$ cat src/rtl/fpga_system_led_pio.sv
// fpga_system_led_pio: Avalon-MM LED output port with per-bit set/clear
// registers and a per-bit hardware blink driven by a programmable prescaler.
module fpga_system_led_pio #(
    parameter int          WIDTH        = 9,
    parameter logic [31:0] RESET_VALUE  = 32'd0,
    parameter int          PERIOD_WIDTH = 26,
    parameter logic [31:0] RESET_PERIOD = 32'd24999999
) (
    input  logic             clk,
    input  logic             reset_n,
    input  logic [2:0]       address,
    input  logic             chipselect,
    input  logic             write_n,
    input  logic [31:0]      writedata,
    output logic [31:0]      readdata,
    output logic [WIDTH-1:0] out_port
);

    localparam logic [2:0] ADDR_DATA     = 3'd0;
    localparam logic [2:0] ADDR_BLINK_EN = 3'd1;
    localparam logic [2:0] ADDR_PERIOD   = 3'd2;
    localparam logic [2:0] ADDR_STATUS   = 3'd3;
    localparam logic [2:0] ADDR_OUTSET   = 3'd4;
    localparam logic [2:0] ADDR_OUTCLEAR = 3'd5;

    localparam logic [WIDTH-1:0]        DATA_INIT   = RESET_VALUE[WIDTH-1:0];
    localparam logic [PERIOD_WIDTH-1:0] PERIOD_INIT = RESET_PERIOD[PERIOD_WIDTH-1:0];

    logic [WIDTH-1:0]        data_out_reg, data_out_next;
    logic [WIDTH-1:0]        blink_en_reg, blink_en_next;
    logic [PERIOD_WIDTH-1:0] period_reg,   period_next;
    logic [PERIOD_WIDTH-1:0] cnt_reg,      cnt_next;
    logic                    phase_reg,    phase_next;

    logic                    wr_en;
    logic [WIDTH-1:0]        wr_bits;
    logic [PERIOD_WIDTH-1:0] wr_period;

    // Upper writedata bits are intentionally discarded.
    wire unused_wdata = &{1'b0, writedata};

    assign wr_en     = chipselect & ~write_n;
    assign wr_bits   = writedata[WIDTH-1:0];
    assign wr_period = writedata[PERIOD_WIDTH-1:0];

    // Next-state: register writes plus the free-running blink prescaler.
    always_comb begin
        data_out_next = data_out_reg;
        blink_en_next = blink_en_reg;
        period_next   = period_reg;
        if (cnt_reg == '0) begin
            cnt_next   = period_reg;
            phase_next = ~phase_reg;
        end else begin
            cnt_next   = cnt_reg - PERIOD_WIDTH'(1);
            phase_next = phase_reg;
        end
        if (wr_en) begin
            case (address)
                ADDR_DATA:     data_out_next = wr_bits;
                ADDR_BLINK_EN: blink_en_next = wr_bits;
                ADDR_PERIOD: begin
                    // A period write restarts the half-period and wins over underflow.
                    period_next = wr_period;
                    cnt_next    = wr_period;
                    phase_next  = 1'b1;
                end
                ADDR_OUTSET:   data_out_next = data_out_reg | wr_bits;
                ADDR_OUTCLEAR: data_out_next = data_out_reg & ~wr_bits;
                default:       ;
            endcase
        end
    end

    // State registers with asynchronous reset to the power-on configuration.
    always_ff @(posedge clk or negedge reset_n) begin
        if (!reset_n) begin
            data_out_reg <= DATA_INIT;
            blink_en_reg <= '0;
            period_reg   <= PERIOD_INIT;
            cnt_reg      <= PERIOD_INIT;
            phase_reg    <= 1'b1;
        end else begin
            data_out_reg <= data_out_next;
            blink_en_reg <= blink_en_next;
            period_reg   <= period_next;
            cnt_reg      <= cnt_next;
            phase_reg    <= phase_next;
        end
    end

    // Blinking bits are forced low during the low phase.
    generate
        for (genvar gi = 0; gi < WIDTH; gi++) begin : g_out
            assign out_port[gi] = data_out_reg[gi] & (~blink_en_reg[gi] | phase_reg);
        end
    endgenerate

    // Zero-wait-state read mux, zero-extended to the bus width.
    always_comb begin
        readdata = '0;
        case (address)
            ADDR_DATA:     readdata[WIDTH-1:0]        = data_out_reg;
            ADDR_BLINK_EN: readdata[WIDTH-1:0]        = blink_en_reg;
            ADDR_PERIOD:   readdata[PERIOD_WIDTH-1:0] = period_reg;
            ADDR_STATUS:   readdata[WIDTH-1:0]        = out_port;
            default:       readdata                   = '0;
        endcase
    end

endmodule

$ cat config.mk
export PLATFORM = sky130hd
export DESIGN_NAME = fpga_system_led_pio
export DESIGN_NICKNAME = d
export VERILOG_FILES = /design/src/rtl/fpga_system_led_pio.sv
export SDC_FILE = /design/constraint.sdc
export NUM_CORES = 1
export LEC_CHECK = 0
export CORE_ASPECT_RATIO = 1.4
export CORE_MARGIN = 2
export CORE_UTILIZATION = 45
export DETAILED_ROUTE_END_ITERATION = 16
export PLACE_DENSITY = 0.78
export SETUP_SLACK_MARGIN = 0.1
export SYNTH_ARGS = -nofsm -noshare
export SYNTH_HDL_FRONTEND = slang
export SYNTH_SLANG_ARGS = --single-unit
$ cat constraint.sdc
create_clock -name clk -period 2.3 [get_ports clk]
set_input_delay 0.46 -clock clk [delete_from_list [all_inputs] [get_ports clk]]
set_output_delay 0.46 -clock clk [all_outputs]
set_load 0.01 [all_outputs]
# [Word-level counts from Yosys, hierarchy flattened]
# Cells that the tools add are included.
[totals] regBits=71 in_bits=39 out_inout_bits=41 word_cells=59
[op_classes] n_addsub=1 n_eq_ne=5 muxes=9 bitwise_logic=33 n_reduce_logical=6
[ops] operator="$mux W26" n=3
[ops] operator="$pmux W9 S4" n=1
[ops] operator="$pmux W9 S3" n=1
[ops] operator="$logic_not A26 Y1" n=1
[ops] operator="$sub A26 B1 Y26 const B" n=1
[ops] operator="$mux W17" n=1
[ops] operator="$not A1 Y1" n=11
[ops] operator="$and A1 B1 Y1" n=10
[ops] operator="$and A9 B9 Y9" n=1
[ops] operator="$not A9 Y9" n=1
[ops] operator="$or A1 B1 Y1" n=9
[ops] operator="$or A9 B9 Y9" n=1
[ops] operator="$eq A3 B2 Y1 const B" n=2
[ops] operator="$eq A3 B3 Y1 const B" n=2
[ops] operator="$reduce_and A2 Y1" n=3
[ops] operator="$eq A3 B1 Y1 const B" n=1
[ops] operator="$logic_not A3 Y1" n=1
[ops] operator="$mux W1" n=3
[ops] operator="$reduce_bool A3 Y1" n=1

# [Longest topological paths before layout]
[logic_depth] depth_word=4 mapped_depth=9

# [Least setup slack after synthesis]
# Ideal clock, no wire load.
[synth_path] path_type="in2out" from="input port address[0]" to="output port readdata[6]" arrival_ps=1600 required_ps=1840 path_slack_ps=240 path_stages=3 path_cell_list="buf_1 -> mux4_2 -> and2_1"
[synth_between] elab_chain_len=2 elab_cells_between_ends=5 classes_between="3 x eq/ne; 1 x mux; 1 x reduce/logical"
[synth_rtl] element="start, declared" line_no="11" rtl="input logic [2:0] address,"
[synth_rtl] element="$eq A3 B2 Y1, or another cell as far along" line_no="102" rtl="case (address)"
[synth_rtl] element="$pmux W9 S4 *" line_no="102"
[synth_rtl] element="end, declared" line_no="15" rtl="output logic [31:0] readdata,"
# Mark *: on every way between the ends. The rest lies on a longest branch, timed or not.

# [Worst setup path in the final report]
[layout_path] from="register phase_reg" to="output port readdata[3]"
[layout_between] elab_chain_len=3
[layout_rtl] element="start, declared" line_no="33" rtl="logic phase_reg, phase_next;"
[layout_rtl] element="start signal, assigned" line_no="88" rtl="phase_reg <= phase_next;"
[layout_rtl] element="$or A1 B1 Y1" line_no="95" rtl="assign out_port[gi] = data_out_reg[gi] & (~blink_en_reg[gi] | phase_reg);"
[layout_rtl] element="$and A1 B1 Y1" line_no="95"
[layout_rtl] element="$pmux W9 S4" line_no="102"
# Every way passes these cells.

==> impl_metrics.tcl <==
set metrics [dict create \
    status "completed" \
    rsz0062_at_grt "true" \
    crit_fanout 7 \
    startpoint_type "register" \
    die_h_um 114 \
    postLayoutCellArea_um2 5180 \
    powerDensity_nw_per_um2 916 \
    final_nets 542 \
    grt_overflow_total 0 \
    ys_warn_count 0 \
    dp_cells 592 \
    antenna_found_initial 0 \
    cts-root-buf "clkbuf_16" \
    rrSetupSlack_ns 0.22 \
    synth-edff-count 0 \
    num_vias 3443 \
    ant_nets 0 \
    regToRegStartpoint "cnt_reg[18]$_DFF_PN1_" \
    crit_arrival_ns 1.72 \
    fillers 712 \
    max_slew_margin_pct 54.5 \
    port_buffers 67 \
    die_area_um2 9480 \
    gp_congestion 0.864 \
    path_clk_slew_ns 0.06 \
    cts_buffers 9 \
    setup-violations-final 0 \
    synthArstFlopShare_pct 100 \
    skew_ns 0.00541 \
    cp_num_cells 5 \
    ys_ff_latch 71 \
    worst-setup-path-type "reg2out" \
    path_delay_family "flip-flops" \
    p_leak_nw 2.42 \
    fin_crit_sh_pct 94.7 \
    avgSynthCellArea_um2 9.33 \
    dr.pass1.iters 4 \
    crit_start "phase_reg$_DFF_PN1_" \
    remaining_drc_errors 0 \
    synthCells 420 \
    yosysTopAreaCell "dfstp_2" \
    die_w_um 82.9 \
    core_um2 8510 \
    cts_tree "yes" \
    fin_util_pct 60.9 \
    ff2ff_path_depth 5 \
    stdcell_count 612 \
    crit_path_end_kind "primary output" \
    worst_ir_drop_vdd_mv 0.488 \
    worst_pin_slew_ns 0.682 \
    fmax_mhz 459 \
    cts_sinks 71 \
    worstPathRequired_ns 1.84 \
    drtIter0Drc 219 \
    max_stage_delay_ns 0.55 \
    holdCritPathClass "in2async" \
    dpl.hpwl_um 6900 \
    netlist_area_um2 3920 \
    num_rows 40 \
    viasPerCell 5.63 \
    clock_latency_ns 0.34 \
    cts_buffer_depth 2 \
    cts_hold_buf 0 \
    crit_slowest_cell "dfstp_2" \
    yosys.area.top_type_share_pct 23.5 \
    grt_pass1_vias 3466 \
    yosys_most_used_dff "dfrtp_1" \
    ys_seq_area_share_pct 46.4 \
    r2r_end "cnt_reg[23]$_DFF_PN0_" \
    track_usage_pct 21.0 \
    grt_max_degree 48 \
    hold_viol 0 \
    syn2layout_area_growth_pct 32.1 \
    ys_top_cells_by_area "dfstp_2, dfrtp_1, nand2_1, o21ai_0, mux2i_1" \
    ios 80 \
    layout-drive-gt1-share_pct 22.9 \
    antennaDiodeCount 0 \
    start_util_pct 46.1 \
    drt_wl_total_um 10000 \
    period_minus_slack_ns 2.18 \
    crit_path_end "readdata[3]" \
    crit_chain "inv_4 > buf_4 > a21boi_1 > a32o_1 > dlygate4sd2_1" \
    cp_num_buf_inv 3 \
    ys_types 55 \
    report.final.slew_viol_count 0 \
    wl_per_cell_um 16.3 \
    maxCapViolCount 0 \
    place_area_um2 4800 \
    grt_pass1_wl_um 16100 \
    cts_max_level 3 \
]
## power breakdown
group | leakage [nW] | total [mW] | switching (mW) | internal [mW]
logic | 1.45 | 1.17 | 0.561 | 0.610
registers | 0.817 | 2.05 | 0.345 | 1.71
clock network | 0.153 | 1.52 | 0.565 | 0.957
## cell families (layout without fill, tap and decap cells)
group                      Yosys count  count (layout)  share of synthesized area (%)
muxes                               23              23                           6.80
and+or+nand+nor                    180             180                           22.5
AOI/OAI and AO/OA                   95              95                           15.8
xor gates and xnor gates            14              14                           3.13
adders and majority gates            1               1                          0.319
buffers and inverters               35             117                           4.92
DFF                                 71              71                           46.4
other                                1               6                         0.0957
## how the worst min path moves through the flow
| stage | from | end | slack [ns] | cells past startpoint |
|---|---|---|---|---|
| after floorplan | reset_n | blink_en_reg[0]$_DFFE_PN0P_ | 0.16 | 0 |
| after global placement | period_reg[14]$_DFFE_PN1P_ | period_reg[14]$_DFFE_PN1P_ | 0.45 | 2 |
| after detailed placement | period_reg[18]$_DFFE_PN1P_ | period_reg[18]$_DFFE_PN1P_ | 0.46 | 2 |
| after CTS | reset_n | blink_en_reg[4]$_DFFE_PN0P_ | 0.17 | 1 |
| after global routing | reset_n | blink_en_reg[4]$_DFFE_PN0P_ | 0.20 | 1 |
| final | reset_n | blink_en_reg[4]$_DFFE_PN0P_ | 0.15 | 1 |
## synthesized netlist by cell type (3+ instances only)
cell type / instances
nor3_2: 3
nor3_1: 16
nand3_1: 3
mux2_2: 9
o31ai_1: 3
and3_1: 18
a21boi_0: 9
o211ai_1: 3
a32o_1: 7
dfrtp_1: 36
or3_1: 3
a22o_1: 9
nor2_1: 17
buf_4: 6
nand4_1: 3
xor2_1: 4
and2_1: 3
clkbuf_1: 13
inv_1: 4
buf_2: 6
a21oi_1: 4
o21ai_0: 44
clkbuf_8: 3
o21ai_1: 8
mux2i_1: 12
nand2_1: 93
dfstp_2: 35
xnor2_1: 10
nand3b_1: 3
## layer usage
| layer | wire length (µm) | share of wire, % | GRT usage, % |
|---|---|---|---|
| met1 | 4200 | 42 | 23.8 |
| met2 | 5080 | 51 | 36.9 |
| met3 | 477 | 4.8 | 5.62 |
| met4 | 239 | 2.4 | 9.95 |
| met5 | 0 | 0 | 0 |
## cell usage in the layout, fill, tap and decap left out, drive strengths merged, types with 3 or more instances in the layout
| master | n |
|---|---|
| mux2 | 9 |
| nand3 | 3 |
| nand3b | 3 |
| and2 | 4 |
| a21oi | 4 |
| o21ai | 52 |
| clkinv | 3 |
| conb | 6 |
| a32o | 7 |
| o211ai | 3 |
| nand4 | 4 |
| clkbuf | 11 |
| xnor2 | 10 |
| clkdlybuf4s50 | 28 |
| mux2i | 12 |
| and3 | 18 |
| dlygate4sd2 | 31 |
| a21boi | 9 |
| nor2 | 17 |
| o31ai | 3 |
| nand2 | 93 |
| a22o | 9 |
| buf | 32 |
| nor3 | 19 |
| or3 | 4 |
| nor4 | 3 |
| inv | 5 |
| dfrtp | 36 |
| xor2 | 4 |
| dfstp | 35 |
## through the flow
| step | total power, mW | setup TNS, ns | setup WS [ns] | hold slack [ns] |
|---|---|---|---|---|
| final | 4.75 | 0 | 0.121 | 0.152 |
| after global routing | 4.98 | 0 | 0.0622 | 0.195 |
| after CTS | 4.74 | 0 | 0.0412 | 0.173 |
| after detailed placement | 3.21 | -8.64 | -0.440 | 0.457 |
| after global placement | 3.16 | -8.18 | -0.409 | 0.449 |
| after floorplan | 2.75 | 0 | 0.240 | 0.164 |
## final cells by class
class | instances | area (µm²) | share of cell area, %
repair buffers | 96 | 912 | 17.6
multi-input cells | 319 | 1970 | 38.0
clock buffers | 10 | 229 | 4.42
flip-flops and latches | 71 | 1820 | 35.1
inverters | 5 | 22.5 | 0.435
well taps | 105 | 131 | 2.54
clock inverters | 6 | 93.8 | 1.81
## what timing repair did
| action | CTS | global route |
|---|---|---|
| endpoints found under the hold margin | 0 | 0 |
| pin swaps | 0 | 0 |
| setup endpoints to repair | 35 | 11 |
| setup buffers | 4 | 0 |
| gates resized for setup | 57 | 17 |
Note: power is estimated with default switching activity, not from simulation.
